==> config.mk <==
export PLATFORM = sky130hd
export DESIGN_NAME = tx_burst_sequencer
export DESIGN_NICKNAME = d
export VERILOG_FILES = /design/src/rtl/tx_seq_pkg.sv /design/src/rtl/seq_down_counter.sv /design/src/rtl/tx_burst_sequencer.sv
export SDC_FILE = /design/constraint.sdc
export NUM_CORES = 1
export LEC_CHECK = 0
export ABC_AREA = 1
export CAP_MARGIN = 20
export CORE_ASPECT_RATIO = 1.75
export CORE_MARGIN = 2
export CORE_UTILIZATION = 40
export CTS_BUF_LIST = sky130_fd_sc_hd__clkbuf_4 sky130_fd_sc_hd__clkbuf_8
export CTS_CLUSTER_DIAMETER = 50
export CTS_CLUSTER_SIZE = 12
export DETAILED_ROUTE_END_ITERATION = 10
export SLEW_MARGIN = 20
export SYNTH_ARGS = -nofsm -noshare
export SYNTH_HDL_FRONTEND = slang
export SYNTH_SLANG_ARGS = --single-unit
==> constraint.sdc <==
create_clock -name aclk -period 3.2 [get_ports aclk]
set_input_delay 0.48 -clock aclk [delete_from_list [all_inputs] [get_ports aclk]]
set_output_delay 0.48 -clock aclk [all_outputs]
set_load 0.005 [all_outputs]
==> src/rtl/tx_seq_pkg.sv <==
// Shared definitions for the DAC TX burst sequencer: FSM states, TX config
// word field positions and the field pack helper.
package tx_seq_pkg;

    typedef enum logic [2:0] {
        ST_IDLE   = 3'd0,
        ST_RST    = 3'd1,
        ST_SETTLE = 3'd2,
        ST_RUN    = 3'd3,
        ST_GAP    = 3'd4,
        ST_DONE   = 3'd5
    } state_t;

    localparam int DIV_LSB   = 0;
    localparam int REP_LSB   = 8;
    localparam int ORDER_LSB = 11;
    localparam int SRST_BIT  = 19;

    function automatic logic [31:0] pack_tx_cfg(
        input logic       srst,
        input logic [7:0] div,
        input logic [2:0] rep,
        input logic [7:0] order
    );
        logic [31:0] word;
        word                   = '0;
        word[DIV_LSB +: 8]     = div;
        word[REP_LSB +: 3]     = rep;
        word[ORDER_LSB +: 8]   = order;
        word[SRST_BIT]         = srst;
        return word;
    endfunction

endpackage

==> src/rtl/seq_down_counter.sv <==
// Loadable down-counter that parks at zero; the zero flag times the
// reset, settle and gap phases of the burst sequencer.
module seq_down_counter #(
    parameter int WIDTH = 32
) (
    input  logic             clk,
    input  logic             rst_n,
    input  logic             load,
    input  logic [WIDTH-1:0] load_val,
    output logic             zero
);

    logic [WIDTH-1:0] count_reg;

    always_ff @(posedge clk or negedge rst_n) begin
        if (!rst_n) begin
            count_reg <= '0;
        end else if (load) begin
            count_reg <= load_val;
        end else if (count_reg != '0) begin
            count_reg <= count_reg - 1'b1;
        end
    end

    assign zero = (count_reg == '0);

endmodule

==> src/rtl/tx_burst_sequencer.sv <==
// Burst sequencer for the LFSR-modulated DAC TX path: latches a burst setup,
// then walks reset, settle, run and gap phases for each burst of the run.
module tx_burst_sequencer
    import tx_seq_pkg::*;
#(
    parameter int RST_CYCLES    = 4,
    parameter int SETTLE_CYCLES = 2,
    parameter int CNT_WIDTH     = 16,
    parameter int GAP_WIDTH     = 32
) (
    input  logic                 aclk,
    input  logic                 aresetn,
    input  logic                 start_i,
    input  logic                 abort_i,
    input  logic [7:0]           cfg_div_i,
    input  logic [2:0]           cfg_rep_i,
    input  logic [7:0]           cfg_order_i,
    input  logic [CNT_WIDTH-1:0] burst_cnt_i,
    input  logic [GAP_WIDTH-1:0] gap_len_i,
    input  logic                 tx_flag_i,
    output logic [31:0]          tx_cfg_o,
    output logic                 dac_en_o,
    output logic                 busy_o,
    output logic                 done_o,
    output logic [CNT_WIDTH-1:0] burst_idx_o
);

    localparam int PHASE_WIDTH = $clog2(RST_CYCLES + SETTLE_CYCLES + 1);
    localparam int TMR_WIDTH   = (GAP_WIDTH > PHASE_WIDTH) ? GAP_WIDTH : PHASE_WIDTH;
    localparam logic [TMR_WIDTH-1:0] RST_LOAD    = TMR_WIDTH'(RST_CYCLES - 1);
    localparam logic [TMR_WIDTH-1:0] SETTLE_LOAD =
        TMR_WIDTH'((SETTLE_CYCLES > 0) ? SETTLE_CYCLES - 1 : 0);

    state_t                 state_reg;
    state_t                 state_next;
    logic [7:0]             div_reg;
    logic [2:0]             rep_reg;
    logic [7:0]             order_reg;
    logic [CNT_WIDTH-1:0]   burst_cnt_reg;
    logic [GAP_WIDTH-1:0]   gap_len_reg;
    logic [CNT_WIDTH-1:0]   idx_next;
    logic                   flag_q;
    logic                   flag_edge;
    logic                   last_burst;
    logic                   latch_cfg;
    logic                   tmr_load;
    logic [TMR_WIDTH-1:0]   tmr_load_val;
    logic                   tmr_zero;
    logic                   srst;

    seq_down_counter #(
        .WIDTH (TMR_WIDTH)
    ) u_phase_tmr (
        .clk      (aclk),
        .rst_n    (aresetn),
        .load     (tmr_load),
        .load_val (tmr_load_val),
        .zero     (tmr_zero)
    );

    assign flag_edge  = tx_flag_i & ~flag_q;
    assign last_burst = (burst_cnt_reg != '0) && (burst_idx_o == burst_cnt_reg - 1'b1);

    always_comb begin
        state_next   = state_reg;
        idx_next     = burst_idx_o;
        latch_cfg    = 1'b0;
        tmr_load     = 1'b0;
        tmr_load_val = '0;
        case (state_reg)
            ST_IDLE: begin
                // busy_o lags the state by a cycle; a start seen while it is
                // still high belongs to the run that just ended
                if (start_i && !busy_o) begin
                    state_next   = ST_RST;
                    idx_next     = '0;
                    latch_cfg    = 1'b1;
                    tmr_load     = 1'b1;
                    tmr_load_val = RST_LOAD;
                end
            end
            ST_RST: begin
                if (tmr_zero) begin
                    if (SETTLE_CYCLES == 0) begin
                        state_next = ST_RUN;
                    end else begin
                        state_next   = ST_SETTLE;
                        tmr_load     = 1'b1;
                        tmr_load_val = SETTLE_LOAD;
                    end
                end
            end
            ST_SETTLE: begin
                if (tmr_zero) begin
                    state_next = ST_RUN;
                end
            end
            ST_RUN: begin
                if (flag_edge) begin
                    if (last_burst) begin
                        state_next = ST_DONE;
                    end else if (gap_len_reg == '0) begin
                        state_next   = ST_RST;
                        idx_next     = burst_idx_o + 1'b1;
                        tmr_load     = 1'b1;
                        tmr_load_val = RST_LOAD;
                    end else begin
                        state_next   = ST_GAP;
                        tmr_load     = 1'b1;
                        tmr_load_val = TMR_WIDTH'(gap_len_reg - 1'b1);
                    end
                end
            end
            ST_GAP: begin
                if (tmr_zero) begin
                    state_next   = ST_RST;
                    idx_next     = burst_idx_o + 1'b1;
                    tmr_load     = 1'b1;
                    tmr_load_val = RST_LOAD;
                end
            end
            ST_DONE: begin
                state_next = ST_IDLE;
            end
            default: begin
                state_next = ST_IDLE;
            end
        endcase
        if (abort_i) begin
            state_next = ST_IDLE;
            idx_next   = burst_idx_o;
            latch_cfg  = 1'b0;
            tmr_load   = 1'b0;
        end
    end

    always_ff @(posedge aclk or negedge aresetn) begin
        if (!aresetn) begin
            state_reg     <= ST_IDLE;
            flag_q        <= 1'b0;
            burst_idx_o   <= '0;
            div_reg       <= '0;
            rep_reg       <= '0;
            order_reg     <= '0;
            burst_cnt_reg <= '0;
            gap_len_reg   <= '0;
        end else begin
            state_reg   <= state_next;
            flag_q      <= tx_flag_i;
            burst_idx_o <= idx_next;
            if (latch_cfg) begin
                div_reg       <= cfg_div_i;
                rep_reg       <= cfg_rep_i;
                order_reg     <= cfg_order_i;
                burst_cnt_reg <= burst_cnt_i;
                gap_len_reg   <= gap_len_i;
            end
        end
    end

    // The LFSR is held in reset everywhere except settle and run
    assign srst = !((state_reg == ST_SETTLE) || (state_reg == ST_RUN));

    always_ff @(posedge aclk or negedge aresetn) begin
        if (!aresetn) begin
            tx_cfg_o <= pack_tx_cfg(1'b1, 8'd0, 3'd0, 8'd0);
            dac_en_o <= 1'b0;
            busy_o   <= 1'b0;
            done_o   <= 1'b0;
        end else begin
            tx_cfg_o <= pack_tx_cfg(srst, div_reg, rep_reg, order_reg);
            dac_en_o <= (state_reg == ST_RUN);
            busy_o   <= (state_reg != ST_IDLE);
            done_o   <= (state_reg == ST_DONE);
        end
    end

endmodule

---- Word-level counts from Yosys, hierarchy flattened ----
Index checks and enable logic that the tools add are counted.
storage, ports and cells
  bits in registers ....................... 142
  bits of input ports ..................... 72
  output and inout port bits .............. 51
  word-level logic and storage cells ...... 84
operators by class
  add/subtract/negate cells ............... 4
  eq/ne operators ......................... 16
  mux-type cells .......................... 32
  bitwise logic cells ..................... 3
  reduce and logical (&&, ||, !) cells .... 16
operators with widths
  kind                                                number
  two-way mux 32 bit                                  5
  one-hot mux 32 bit (4 select lines)                 1
  two-way mux 16 bit                                  5
  logical NOT 32 bit                                  2
  subtractor 32 x 1 -> 32 bit, second input constant  2
  one-hot mux 16 bit (3 select lines)                 1
  nonzero test 32 bit                                 1
  two-way mux 3 bit                                   8
  adder 16 x 1 -> 16 bit, second input constant       1
  == test 16 bit                                      1
  nonzero test 16 bit                                 1
  subtractor 16 x 1 -> 16 bit, second input constant  1
  inequality test 3 bit, second input constant        5
  one-hot mux 3 bit (5 select lines)                  1
  inequality test 2 bit, second input constant        5
  two-way mux 1 bit                                   8
  AND reduction 7 bit                                 1
  == test 3 x 2 -> 1 bit, second input constant       2
  == test 3 bit, second input constant                2
  nonzero test 3 bit                                  2
  AND reduction 5 bit                                 1
  two-way mux 2 bit                                   2
  == test 3 x 1 -> 1 bit, second input constant       1
  logical NOT 3 bit                                   1
  8 further kinds                                     11

---- Logic depth before layout (Yosys ltp) ----
  word-level depth ........................ 8
  gate-level depth with buffers ........... 19
  gate-level depth less buffers ........... 18

---- Hierarchy ----
From an unflattened synthesis, not the netlist that was laid out.
unflattened totals
  cell total of the unflattened synthesis .. 1091
  area, all modules ....................... 8529.4 µm²
by module, submodules not included
  module              instances  cells each  area an instance (µm²)  seq. area each (µm²)
  tx_burst_sequencer  1          764         6329.8                  2753.9
  seq_down_counter    1          327         2199.6                  800.8

---- Worst setup path after synthesis ----
OpenSTA, ideal clock, no wires.
  path type ............................... reg2reg
  start ................................... register burst_cnt_reg[0]
  end ..................................... register u_phase_tmr.count_reg[23]
  library setup time ...................... 0.113 ns
  data arrival time ....................... 2.123 ns
  required time ........................... 3.087 ns
  slack ................................... 0.964 ns
  stages on the path, launching flop included .. 17
  path buffers ............................ 1
  clock period less this slack ............ 2.236 ns
  cell sequence ........................... dfrtp_1 > inv_1 > ha_1 > nand2_2 > nor2_4 > nand2_1 > xor2_1 > nand2_1 > nor2_2 > nand3_4 > nand2_2 > nand2_4 > nand2_8 > buf_6 > o21ai_0 > nand2_1 > inv_1
on the way
  word-level cells in the longest chain between the ends .. 8
  elaborated cells on any way between the ends .. 13
  those cells by class .................... 1 x add/sub; 1 x eq/ne; 8 x mux; 3 x reduce/logical
RTL lines
  what                                                             line                       RTL
  start, declared                                                  tx_burst_sequencer.sv:39   logic [CNT_WIDTH-1:0] burst_cnt_reg;
  start signal, assigned                                           tx_burst_sequencer.sv:155  burst_cnt_reg <= burst_cnt_i;
  subtractor 16 x 1 -> 16 bit                                      tx_burst_sequencer.sv:62   assign last_burst = (burst_cnt_reg != '0) && (burst_idx_o == burst_cnt_reg - 1'b1);
  == test 16 bit                                                   tx_burst_sequencer.sv:62
  logical AND 1 bit (*)                                            tx_burst_sequencer.sv:62
  two-way mux 1 bit                                                tx_burst_sequencer.sv:100  if (last_burst) begin
  two-way mux 1 bit                                                tx_burst_sequencer.sv:99   if (flag_edge) begin
  one-hot mux 1 bit (3 select lines)                               tx_burst_sequencer.sv:70   case (state_reg)
  two-way mux 1 bit                                                tx_burst_sequencer.sv:129  if (abort_i) begin
  two-way mux 32 bit / nonzero test 2 bit (equally long branches)  -
  end signal, assigned                                             seq_down_counter.sv:19     count_reg <= load_val;
  end signal, assigned                                             seq_down_counter.sv:21     count_reg <= count_reg - 1'b1;
  end, declared                                                    seq_down_counter.sv:13     logic [WIDTH-1:0] count_reg;
Every way passes the cells marked *; elsewhere a longest branch is shown, timed or not.
A chain may end at the register's enable or synchronous reset.

---- Worst setup path after layout ----
  start ................................... register gap_len_reg[2]
  end ..................................... register u_phase_tmr.count_reg[23]
on the way
  word-level cells in the longest chain between the ends .. 6
  elaborated cells on any way between the ends .. 7
  those cells by class .................... 1 x add/sub; 5 x mux; 1 x reduce/logical
RTL lines
  what                                                                      line                                                  RTL
  start, declared                                                           tx_burst_sequencer.sv:40                              logic [GAP_WIDTH-1:0] gap_len_reg;
  start signal, assigned                                                    tx_burst_sequencer.sv:156                             gap_len_reg <= gap_len_i;
  subtractor 32 x 1 -> 32 bit / logical NOT 32 bit (equally long branches)  tx_burst_sequencer.sv:110, tx_burst_sequencer.sv:102
  two-way mux 32 bit (*)                                                    tx_burst_sequencer.sv:102                             end else if (gap_len_reg == '0) begin
  two-way mux 32 bit (*)                                                    tx_burst_sequencer.sv:100
  two-way mux 32 bit (*)                                                    tx_burst_sequencer.sv:99
  one-hot mux 32 bit (4 select lines) (*)                                   tx_burst_sequencer.sv:70
  two-way mux 32 bit (*)                                                    seq_down_counter.sv:18                                end else if (load) begin
Marks and branches as above.

==> summary.txt <==
crit path buf inv count: 2
synth top area cells: dfrtp_1, nand2_1, nor2_1
critical path type: flip-flop to flip-flop
Hold Fails Final Rpt: 0
skew final: 0.0162 ns
Area growth syn-to-layout: 21.5%
Max Root-Sink Buffers: 2
Post-DP Area: 0.00939 mm²
CTS Hold Buffers Added: 0
clock sink total: 142
die height: 192 µm
DR WL/cell: 15.7 µm
pwr dens: 767 mW/mm²
crit path from: gap_len_reg[2]$_DFFE_PN0P_
pins over their slew limit: 0
required time of the worst setup path: 3.59 ns
final instance area: 0.00978 mm²
GRT Overall Usage: 20.8%
Cell Rows: 68
Core Footprint: 0.0197 mm²
DR DRC count: 0
P_leak: 4.42 nW
most used cell along the critical path: nand2_1
outcome: completed
Switching Share: 40.3%
Crit. End Element: flip-flop
crit-path max cell delay: 0.44 ns
H-tree depth: 4
CTS Buf Count: 17
Psw: 0.00302 W
Post-synth ARST share: 100%
clk_lat worst skew: 0.44 ns
post_cts resized: 0
CTS tree: yes
first-pass GRT wire length: 34900 µm
slowest CP cell: dfrtp_1
routed wire length: 21600 µm
RePlAce Congestion: 0.882
residual antenna-violating net count after detailed routing: 0
Synth Flop Type: dfrtp_1
filler instances: 1939
worst r2r src: gap_len_reg[2]$_DFFE_PN0P_
post-synthesis sequential area ratio: 44.2%
power share of the combinational group: 39.4%
Post-DP HPWL: 16900 µm
Horiz. Die Dim: 111 µm
worst-margin pin slew: 0.752 ns
gr ovfl total: 0
Max VDD drop: 452 µV
clock-pin slew on the worst setup and hold paths: 0.09 ns
Final nets: 1193
Max Cap Viol: 0
DR vias/cell: 5.01
Initial Util: 40.8%
Max FO, Critical Path: 4
initial antenna violation count: 1
number of I/O pins: 123
min-delay worst type: input port to async pin
largest net degree at the start of global routing: 95
CP Cell Sequence: inv_1, nand3_1, nor3_1, nand2_1, nor2_1, nand2_1, nor2_1, xor2_1, nand4_1, nand2_1, nand2_1, inv_1
yosys warns: 0
internal power: 0.00448 W
Synth Instances: 1000
Startpoint Class: flip-flop
setup TNS: 0 ns
fin crit share: 81.1%
Slew headroom: 49.8%
Mean Syn Cell Area: 8.05 µm²
final setup fails: 0
clock network fraction of total power: 18.2%
register share of total power: 42.4%
EDFF count, synth: 0
# Post-CTS Setup Buffers: 0
worst-case reg-to-reg path depth: 12
Synth top area share: 43.8%
share of layout cells above drive strength 1: 10.6%
Mapped Area: 0.00805 mm²
PortBufs: 110
vias in the first global route: 7090
Crit path max-delay family: simple AND/OR/NAND/NOR gates
via count: 6879
die area: 0.0213 mm²
critical path depth in cells: 12
drt pass-1 iters: 5
Root Driver: clkbuf_8
post-route minimum period: 2.59 ns
RSZ-0062 raised after global routing: false
Synth cell types: 40
largest area contributor in the netlist: dfrtp_1
CP arrival: 2.98 ns
Fin Hold WS: 0.0604 ns
Max Fclk: 385 MHz
Yosys reg bits: 142
Starting DRT DRC Count: 321
## power groups by stage
| stage | logic (W) | clock network [W] | registers [W] |
|---|---|---|---|
| after floorplan | 0.00208 | 0 | 0.00303 |
| after global placement | 0.00293 | 0 | 0.00319 |
| after detailed placement | 0.00296 | 0 | 0.00321 |
| after CTS | 0.00298 | 0.00142 | 0.00318 |
| after global routing | 0.00333 | 0.00150 | 0.00328 |
| final | 0.00295 | 0.00136 | 0.00318 |
## metrics by stage
stage	power [W]	util [%]	setup slack [ns]	instances
2_1_floorplan	0.00511	-	0.964	1011
3_3_place_gp	0.00612	47.6	0.532	1340
3_5_place_dp	0.00616	47.6	0.426	1340
4_1_cts	0.00757	49.5	0.422	1372
5_1_grt	0.00811	49.5	0.314	1374
6_report	0.00750	49.5	0.605	1374
## worst register-to-register path: cells and delay by family, from the launching register on
| family | cells | cell delay, ns |
|---|---|---|
| and+or+nand+nor | 9 | 1.71 |
| buffers and inverters | 2 | 0.14 |
| DFF | 1 | 0.44 |
| xor gates and xnor gates | 1 | 0.27 |
## metal layers
layer  track usage, %  share of wire, %  routed length (µm)  vias up
li1                 -                 -                   -     3437
met1             20.3                36                7700     3213
met4             11.7               5.0                1080        0
met2             41.0                57               12200      176
met5                0                 0                   0        -
met3             3.03               2.6                 565       53
## synthesized netlist by cell type (2+ instances only)
master and n:
nor2_1 152, nor4_1 9, o21ai_0 37, o22ai_1 5
ha_1 6, o21ai_1 9, buf_4 13, xnor2_1 20
a21oi_1 39, nand2_2 10, inv_2 2, nand3_1 64
nor2_2 6, dfrtp_1 141, nand2_1 194, nor3_1 23
nor3_2 2, xor2_1 46, inv_1 105, mux2_2 40
buf_6 3, or2_2 5, nand4_1 29, nor2_4 4
nand3b_1 6, clkbuf_1 13, buf_2 4
## final cells by class
type,count,area [µm²],area share [%]
diodes,1,2.50,0.0256
clock buffers,21,283,2.89
clock inverters,11,98.8,1.01
inverters,108,408,4.17
multi-input cells,727,3930,40.2
flip-flops and latches,142,3550,36.3
well taps,245,307,3.13
repair buffers,119,1190,12.2
## logic make-up after synthesis
group | after synthesis | synth area share, %
muxes | 40 | 5.60
other | 1 | 0.0466
AOI/OAI and AO/OA | 93 | 6.06
adders and majority gates | 6 | 0.933
DFF | 142 | 44.2
xor gates and xnor gates | 66 | 7.18
and+or+nand+nor | 510 | 28.4
buffers and inverters | 142 | 7.62
## final timing paths
check	slack [ns]	end
min in group aclk	0.38	tx_cfg_o[6]$_DFF_PN0_
worst min-delay path	0.06	tx_cfg_o[18]$_DFF_PN0_
worst min register to register	0.38	tx_cfg_o[6]$_DFF_PN0_
worst max-delay path	0.61	u_phase_tmr.count_reg[23]$_DFFE_PN0P_
worst max register to register	0.61	u_phase_tmr.count_reg[23]$_DFFE_PN0P_
max in group asynchronous	2.19	tx_cfg_o[19]$_DFF_PN1_
## cell usage in the layout, fill, tap and decap left out, types with 2 or more instances in the layout
cell	synthesis	final
nand4_1	29	29
xor2_1	46	46
nor3_1	23	23
xnor2_1	20	20
nand2_2	10	10
clkinv_4	0	5
nor2_4	4	4
clkbuf_8	0	20
nor2_1	152	152
nand3b_1	6	6
mux2_2	40	40
or2_2	5	5
inv_8	0	2
inv_2	2	2
o21ai_1	9	9
clkdlybuf4s50_1	0	109
o21ai_0	37	37
ha_1	6	6
nor2_2	6	6
buf_12	0	2
inv_1	105	105
nand3_1	64	64
nor4_1	9	9
conb_1	1	12
inv_6	0	2
nand2_4	1	2
dfrtp_1	141	141
clkinvlp_4	0	2
buf_4	13	7
nor3_2	2	2
o22ai_1	5	5
a21oi_1	39	39
nand2_1	194	193
(Power assumes the default switching activity.)
